<file path="config.mk">
export PLATFORM = sky130hd
export DESIGN_NAME = gen_gpi_capture
export DESIGN_NICKNAME = d
export VERILOG_FILES = /design/src/rtl/gen_gpi_capture.sv
export SDC_FILE = /design/constraint.sdc
export NUM_CORES = 1
export LEC_CHECK = 0
export CORE_MARGIN = 2
export CORE_UTILIZATION = 50
export CTS_CLUSTER_SIZE = 10
export DETAILED_ROUTE_END_ITERATION = 8
export MAX_ROUTING_LAYER = met4
export PLACE_DENSITY = 0.78
export SLEW_MARGIN = 20
export SYNTH_ARGS = -nofsm -noshare
export SYNTH_HDL_FRONTEND = slang
export SYNTH_SLANG_ARGS = --single-unit
</file>
<file path="constraint.sdc">
create_clock -name clk -period 1.9 [get_ports clk]
set_input_delay 0.38 -clock clk [delete_from_list [all_inputs] [get_ports clk]]
set_output_delay 0.38 -clock clk [all_outputs]
set_load 0.03 [all_outputs]
</file>
<file path="src/rtl/gen_gpi_capture.sv">
// rtl/gen_gpi_capture.sv - synchronized, debounced, edge-latched GPI bank with Avalon-MM register access
module gen_gpi_capture #(
  parameter int          WIDTH           = 32,
  parameter int          DEBOUNCE_CYCLES = 4,
  parameter logic [31:0] RESET_LEVEL     = 32'h0
) (
  input  logic             clk,
  input  logic             resetn,
  input  logic [WIDTH-1:0] gpi_in,
  input  logic [1:0]       avmm_address,
  input  logic             avmm_read,
  input  logic             avmm_write,
  input  logic [31:0]      avmm_writedata,
  output logic [31:0]      avmm_readdata,
  output logic             irq,
  output logic [WIDTH-1:0] gpi_level
);

  localparam int              CW       = $clog2(DEBOUNCE_CYCLES + 1);
  localparam logic [CW-1:0]   CNT_LAST = CW'(DEBOUNCE_CYCLES - 1);
  localparam logic [WIDTH-1:0] RST_LVL = RESET_LEVEL[WIDTH-1:0];

  logic [WIDTH-1:0] sync_q1;
  logic [WIDTH-1:0] gpi_sync;
  logic [WIDTH-1:0] level;
  logic [WIDTH-1:0] level_next;
  logic [WIDTH-1:0] rise;
  logic [WIDTH-1:0] fall;
  logic [WIDTH-1:0] irq_mask;
  logic [WIDTH-1:0] wdata_w;
  logic [WIDTH-1:0] rise_clr;
  logic [WIDTH-1:0] fall_clr;
  logic [CW-1:0]    cnt      [WIDTH];
  logic [CW-1:0]    cnt_next [WIDTH];
  logic [31:0]      rd_mux;

  assign wdata_w   = avmm_writedata[WIDTH-1:0];
  assign rise_clr  = (avmm_write && avmm_address == 2'd1) ? wdata_w : '0;
  assign fall_clr  = (avmm_write && avmm_address == 2'd2) ? wdata_w : '0;
  assign gpi_level = level;

  // A bit must disagree with the current level for DEBOUNCE_CYCLES straight cycles to flip it.
  always_comb begin
    level_next = level;
    for (int i = 0; i < WIDTH; i++) begin
      cnt_next[i] = '0;
      if (gpi_sync[i] != level[i]) begin
        if (cnt[i] == CNT_LAST) begin
          level_next[i] = ~level[i];
        end else begin
          cnt_next[i] = cnt[i] + CW'(1);
        end
      end
    end
  end

  always_comb begin
    rd_mux = '0;
    case (avmm_address)
      2'd0:    rd_mux[WIDTH-1:0] = level;
      2'd1:    rd_mux[WIDTH-1:0] = rise;
      2'd2:    rd_mux[WIDTH-1:0] = fall;
      default: rd_mux[WIDTH-1:0] = irq_mask;
    endcase
  end

  always_ff @(posedge clk) begin
    if (!resetn) begin
      sync_q1       <= RST_LVL;
      gpi_sync      <= RST_LVL;
      level         <= RST_LVL;
      for (int i = 0; i < WIDTH; i++) cnt[i] <= '0;
      rise          <= '0;
      fall          <= '0;
      irq_mask      <= '0;
      irq           <= 1'b0;
      avmm_readdata <= '0;
    end else begin
      sync_q1  <= gpi_in;
      gpi_sync <= sync_q1;
      level    <= level_next;
      for (int i = 0; i < WIDTH; i++) cnt[i] <= cnt_next[i];
      // A new edge in the same cycle as its W1C keeps the latch set.
      rise     <= (rise & ~rise_clr) | (level_next & ~level);
      fall     <= (fall & ~fall_clr) | (~level_next & level);
      if (avmm_write && avmm_address == 2'd3) irq_mask <= wdata_w;
      irq      <= |((rise | fall) & irq_mask);
      // The mux sees pre-write register values, so read+write returns the old data.
      if (avmm_read) avmm_readdata <= rd_mux;
    end
  end

endmodule
</file>
==> summary.md, run 1 <==
| Metric | Value |
|---|---|
| Max-Slew Margin vs Limit | `between 60% and 70%` |
| Synth Flop Type | `dfxtp_1` |
| Setup ws final | `just over 0.09 ns` |
| Cell Area, Synth | `about 13000 um^2` |
| Clock Skews | `0.01447 ns` |
| Initial Util | `51.21%` |
| CTS buffer count | `38` |
| Comb pwr share | `5.0%` |
| Final #Nets | `1537` |
| CP Capture Type | `output port` |
| CP max FO | `6` |
| Chip Height | `164.8 um` |
| I/O Buffers | `134` |
| CTS root buffer | `clkbuf_16` |
| Global route overflow | `0` |
| Share of cells above drive strength 1 | `7.534%` |
| Synth area leader | `dfxtp_1` |
| PwrDens | `887.2 nW/um^2` |
| Wire per inst | `15.89 um` |
| CP top delay family | `buffers and inverters` |
| Initial DRT Pass Iterations | `5` |
| Flops & latches, synth | `321` |
| Buf/Inv on CP | `1` |
| Final cell count without fillers | `1738` |
| Worst-Skew Late Latency | `~0.51 ns` |
| NetSw | `0.002935 W` |
| Int Power | `0.01100 W` |
| Final wirelength | `27620 um` |
| Most common cell in the netlist | `dfxtp_1` |
| Post-Syn Nets | `1389` |
| Reg2reg path depth | `4` |
| Max-cap check violation count | `0` |
| Synth top area share | `between 40% and 50%` |
| Synth Area in Simple Gates | `16.99%` |
| DP Worst Slack | `0.06905 ns` |
| Arr. time, crit path | `about 1.4 ns` |
| Total Routing Usage GR | `21.29%` |
| Fin crit share | `95.14%` |
| Worst r2r src | `fall[18]$_SDFF_PN0_` |
| Leak | `6.463 nW` |
| # setup viols final | `0` |
| Syn Inst Count | `1255` |
| Commonest cells in the netlist | `dfxtp_1, inv_1, nand2_1` |
| Initial DRC count | `497` |
| Reg-to-Reg End | `irq$_SDFF_PN0_` |
| Slew Viols, Final | `0` |
| Crit-path cells | `dlygate4sd2_1` |
| Hold slack | `0.3027 ns` |
| Vias per cell | `5.198` |
| Core Region | `25250 um^2` |
| Post-route ant nets | `0` |
| Main combinational cell family by area after synthesis | `simple AND/OR/NAND/NOR gates` |
| Hold Buf Count CTS | `0` |
| Slowest-stage cell, CP | `dlygate4sd2_1` |
| Unrepaired setup endpoints after global routing | `no` |
| Area Overhead vs Synth | `21.42%` |
| Hold Vio Cnt, Final | `0` |
| Post-CTS Setup Bufs | `0` |
| Seq/Total Area, Yosys | `49.69%` |
| Seq pwr share | `~50%` |
| # IOs | `135` |
| Synth Area in Compound Gates | `~7.8%` |
| Status | `finished, final reports clean` |
| Sw Ratio | `21.07%` |
| Sum Neg Setup Slack | `0 ns` |
| Max Root-Sink Buffers | `3` |
| CTS tree | `done` |
| Async S/R FF share, synth | `0%` |
| Startpoint types | `flop` |
| Hold Crit Start | `resetn` |
| TritonCTS Sinks | `between 300 and 400` |
| Destination of the worst hold path | `irq_mask[14]$_SDFFE_PN0P_` |
| Post-synthesis xor/xnor area fraction | `2.167%` |
| Pin count of the biggest net entering global routing | `53` |
| Crit path kind | `flop to output port` |
| Post-synth EDFFs | `0` |
| # DRC | `0` |
| Die area | `27170 um^2` |
| Placed cells | `between 1500 and 2000` |
| R2R setup slack | `0.41 ns` |
| Largest stage delay, worst path | `0.47 ns` |
| Post-synthesis adder-cell area fraction | `6.192%` |
| Tmin final | `1.808 ns` |
| Hpwl dp | `18670 um` |
| CTS clk-pin slew, worst paths | `around 0.050 ns` |
| Worst VDD drop | `roughly 660 uV` |
| Clock power frac | `45.4%` |
| Global placement routability congestion | `0.7937` |
| Synth Area per Inst | `10.30 um^2` |
| Syn. warnings | `0` |
| WHS Path Cells | `2` |
| Vias in the first global route | `9021` |
| Req. time, crit path | `1.52 ns` |
| Fmax | `~550 MHz` |
| Initial antenna violation count | `1` |
| Mux share of post-synthesis cell area | `10.67%` |
| Hold WC Path Type | `primary input to flop` |
| DIE WIDTH | `164.8 um` |
| Distinct cell type count after synthesis | `30` |
| Least-Margin Pin Slew | `0.4679 ns` |
| H-tree levels | `2` |
| Via count | `between 9000 and 10000` |
| Synth top area cells | `dfxtp_1, ha_1, mux2i_1` |
| Core Rows | `58` |
| Global-route wire length before repair | `44460 um` |
layout make-up:
| cell class | instances | area [um^2] |
|---|---|---|
| Fill cell | 2040 | 9552 |
| Antenna cell | 1 | 2.502 |
| Clock buffer | 43 | 1033 |
| Multi-Input combinational cell | 752 | 5673 |
| Sequential cell | 321 | 6426 |
| Clock inverter | 1 | 8.758 |
| Tap cell | 330 | 412.9 |
| Inverter | 128 | 480.5 |
| Timing Repair Buffer | 162 | 1665 |
layout by cell type, fill, tap and decap left out, types with 8 or more instances in the layout:
cell type | synthesis | final
a21boi_0 | 11 | 11
a21boi_1 | 22 | 22
a32o_1 | 32 | 32
a32oi_1 | 32 | 32
and2_1 | 64 | 64
buf_12 | 3 | 14
buf_4 | 5 | 14
clkbuf_16 | 0 | 41
clkdlybuf4s50_1 | 0 | 65
dfxtp_1 | 321 | 321
dlygate4sd2_1 | 0 | 56
dlymetal6s2s_1 | 0 | 9
ha_1 | 64 | 64
inv_1 | 128 | 128
mux2i_1 | 64 | 64
mux4_2 | 27 | 27
nand2_1 | 128 | 128
nand3b_1 | 32 | 32
nand4_1 | 8 | 8
nor2_1 | 96 | 96
nor2b_1 | 96 | 96
o21ai_0 | 32 | 32
xor2_1 | 32 | 32
worst register-to-register path, cell delays in order (launching register included):
cell and delay, ns:
dfxtp_1 0.33, o21ai_0 0.35, nand4_1 0.24, nor4_1 0.32, a21boi_0 0.12
layer usage:
| layer | vias to the layer above | global-route usage, % | share of wire [%] | wire, um |
|---|---|---|---|---|
| met3 | 63 | 4.018 | 5.4 | 1498 |
| met4 | 0 | 7.747 | 2.8 | 783 |
| met2 | 220 | 36.40 | 48 | 13320 |
| met1 | 4287 | 25.05 | 44 | 12020 |
| li1 | 4464 | - | - | - |
| met5 | - | - | 0 | 0 |
power by group through the flow:
stage,registers [W],logic (W),clock network (W)
floorplan,0.00704,0.000390,0
global placement,0.00705,0.000687,0
detailed placement,0.00705,0.000699,0
CTS,0.00691,0.000702,0.00642
global route,0.00692,0.000756,0.00670
finish,0.00691,0.000694,0.00633
through the flow:
stage	area (um^2)	utilization, %	power [W]
after global placement	14710	58.23	0.007733
after CTS	15680	62.08	0.01403
after global routing	15700	62.18	0.01438
after floorplan	12930	-	0.007430
after detailed placement	14710	58.23	0.007750
final	15700	62.18	0.01393
registers in the layout, indices dropped and copies added, names as in the netlist:
signal	cells
rise	32
sync_q1	32
gpi_sync	32
irq_mask	32
cnt	96
fall	32
gpi_level	32
irq	1
avmm_readdata	32
worst max path at each step:
| stage | startpoint | to | slack, ns | cells after the start |
|---|---|---|---|---|
| after floorplan | avmm_address[0] | avmm_readdata[0]$_SDFFE_PN0P_ | 0.46 | 5 |
| after global placement | avmm_write | fall[10]$_SDFF_PN0_ | 0.10 | 6 |
| after detailed placement | avmm_write | fall[31]$_SDFF_PN0_ | 0.07 | 6 |
| after CTS | avmm_readdata[14]$_SDFFE_PN0P_ | avmm_readdata[14] | 0.0003 | 1 |
| after global routing | gpi_level[22]$_SDFF_PN0_ | gpi_level[22] | 0.05 | 1 |
| final | gpi_level[12]$_SDFF_PN0_ | gpi_level[12] | 0.09 | 1 |
cell families (layout without fill, tap and decap cells):
logic type	count (synthesis)	after routing
AND/OR/NAND/NOR	431	431
AO/OA/AOI/OAI	129	129
adder cells (fa/ha/maj)	64	64
other	0	1
XOR/XNOR	32	32
multiplexers	96	96
buffers and inverters	182	334
flip-flops	321	321
repair_timing:
action / in CTS / in global routing
hold endpoints to repair: 0 / 0
endpoints found under the setup margin: 56 / 9
gates resized for setup: 56 / 9
Power figures use the tool's default switching activity.
==> run 2, diff against run 1 <==
==> constraint.sdc (replaced) <==
create_clock -name clk -period 1.9 [get_ports clk]
set_input_delay 0.285 -clock clk [delete_from_list [all_inputs] [get_ports clk]]
set_output_delay 0.285 -clock clk [all_outputs]
set_load 0.03 [all_outputs]
==> run 2 against run 1 <==
Net effect:
- register-to-register slack is essentially flat
- die area is the same
- power decreased by 0.91%
- flip-flop and latch count unchanged
- largest cell class unchanged
- global-route usage is 0.13 points lower
- critical path type unchanged
- clock power is 2% lower
- hold slack worse by 0.084 ns
- fmax down 3.1%
==> summary.md, run 2 (synthesis results as in run 1) <==
| Metric | Value |
|---|---|
| Initial antenna violation count | `1` |
| CP top delay family | `buffers and inverters` |
| Slew Viols, Final | `0` |
| Wire per inst | `15.77 um` |
| Sum Neg Setup Slack | `0 ns` |
| Leak | `about 6.2 nW` |
| CTS clk-pin slew, worst paths | `~0.050 ns` |
| Final #Nets | `1538` |
| Max Root-Sink Buffers | `3` |
| Power Total | `0.01380 W` |
| CP max FO | `2` |
| Max-Slew Margin vs Limit | `~65%` |
| Largest Register | `cnt` |
| CP Launch Point | `avmm_readdata[4]$_SDFFE_PN0P_` |
| Chip Height | `164.8 um` |
| Global route overflow | `0` |
| Final wirelength | `27410 um` |
| Startpoint types | `flop` |
| WHS Path Cells | `2` |
| Hold slack | `0.2189 ns` |
| CTS root buffer | `clkbuf_16` |
| Initial DRC count | `521` |
| Reg2reg path depth | `4` |
| Largest stage delay, worst path | `0.69 ns` |
| Worst r2r src | `fall[26]$_SDFF_PN0_` |
| Hold WC Path Type | `primary input to flop` |
| Hold Crit Start | `resetn` |
| Initial DRT Pass Iterations | `4` |
| Post-route ant nets | `0` |
| Die area | `approximately 27000 um^2` |
| Seq pwr share | `between 50% and 60%` |
| NetSw | `0.002956 W` |
| H-tree levels | `2` |
| Core Region | `25250 um^2` |
| Placed cells | `1694` |
| Vias per cell | `5.188` |
| Unrepaired setup endpoints after global routing | `no` |
| TritonCTS Sinks | `321` |
| Reg-to-Reg End | `irq$_SDFF_PN0_` |
| Hold Buf Count CTS | `0` |
| DIE WIDTH | `164.8 um` |
| Max FFs per register | `96` |
| Sw Ratio | `21.41%` |
| Clock Skews | `0.01699 ns` |
| Slowest-stage cell, CP | `clkdlybuf4s50_1` |
| # setup viols final | `0` |
| Req. time, crit path | `about 1.6 ns` |
| CTS buffer count | `38` |
| Commonest non-fill, non-tap cell in the layout | `dfxtp_1` |
| CTS tree | `done` |
| Crit path kind | `flop to output port` |
| Tmin final | `1.866 ns` |
| Final cell count without fillers | `1738` |
| # IOs | `135` |
| Total Routing Usage GR | `21.16%` |
| Least-Margin Pin Slew | `0.5321 ns` |
| Worst VDD drop | `585.2 uV` |
| Clock power frac | `44.9%` |
| Crit-path cells | `clkdlybuf4s50_1` |
| Fin crit share | `roughly 100%` |
| CP Capture Type | `output port` |
| R2R setup slack | `0.42 ns` |
| Global placement routability congestion | `around 0.8` |
| Pin count of the biggest net entering global routing | `68` |
| PwrDens | `879.7 nW/um^2` |
| Hold Vio Cnt, Final | `0` |
| Hpwl dp | `around 19000 um` |
| # DRC | `0` |
| Via count | `9016` |
| Initial Util | `between 50 and 60%` |
| Arr. time, crit path | `1.58 ns` |
| Max-cap check violation count | `0` |
| Fmax | `536.0 MHz` |
| Buf/Inv on CP | `1` |
| Destination of the worst hold path | `avmm_readdata[19]$_SDFFE_PN0P_` |
| Vias in the first global route | `8839` |
| Int Power | `0.01085 W` |
| Global-route wire length before repair | `approximately 44000 um` |
| Core Rows | `58` |
| Status | `finished, final reports clean` |
| Area Overhead vs Synth | `21.34%` |
| Comb pwr share | `5.0%` |
| Share of cells above drive strength 1 | `between 7 and 8%` |
| Worst-Skew Late Latency | `0.52 ns` |
| I/O Buffers | `about 130` |
| Final Core Density | `62.14%` |
| Commonest non-fill, non-tap cells in the layout | `dfxtp_1, inv_1, nand2_1` |
run 2: cell count changes in the layout (fill, tap and decap cells not counted), sizes merged:
cell | before | now
dlygate4sd2 | 56 | 33
clkdlybuf4s50 | 65 | 93
clkinv | 0 | 2
dlymetal6s2s | 9 | 4
clkbuf | 43 | 40
buf | 32 | 33
run 2: worst max-delay path by stage:
stage,to,depth (start not counted),slack [ns]
final,avmm_readdata[4],1,0.03
after CTS,avmm_readdata[29],1,0.006
after global placement,fall[28]$_SDFF_PN0_,6,0.21
after floorplan,avmm_readdata[0]$_SDFFE_PN0P_,5,0.55
after global routing,avmm_readdata[4],1,0.004
after detailed placement,fall[4]$_SDFF_PN0_,6,0.16
run 2: what timing repair did:
| item | 4_1_cts | 5_1_grt |
|---|---|---|
| setup buffers | 0 | 0 |
| endpoints found under the setup margin | 33 | 4 |
| resized for setup | 33 | 4 |
run 2: per-stage QoR:
stage | setup slack [ns] | cell area (um^2)
2_1_floorplan | 0.5520 | 12930
3_3_place_gp | 0.2103 | 14700
3_5_place_dp | 0.1577 | 14700
4_1_cts | 0.006460 | 15680
5_1_grt | 0.004409 | 15690
6_report | 0.03441 | 15690
run 2: area by class of cell:
class	count	area (um^2)
multi-input cells	752	5673
repair buffers	163	1677
diodes	1	2.502
well taps	330	412.9
fillers	2028	9562
flip-flops and latches	321	6426
clock buffers	40	979.7
clock inverters	3	41.29
inverters	128	480.5
run 2: power by group through the flow:
stage | Sequential (W) | Clock (W) | Combinational [W]
after floorplan | 0.00704 | 0 | 0.000390
after global placement | 0.00705 | 0 | 0.000686
after detailed placement | 0.00705 | 0 | 0.000696
after CTS | 0.00691 | 0.00632 | 0.000701
after global routing | 0.00692 | 0.00660 | 0.000756
final | 0.00691 | 0.00620 | 0.000696
run 2: layer usage:
metal / up-vias / global-route usage, % / part of all wire (%)
li1: 4478 / - / -
met1: 4268 / 25.96 / 44
met2: 213 / 34.73 / 48
met3: 57 / 4.445 / 5.9
met4: 0 / 7.391 / 2.9
met5: - / - / 0
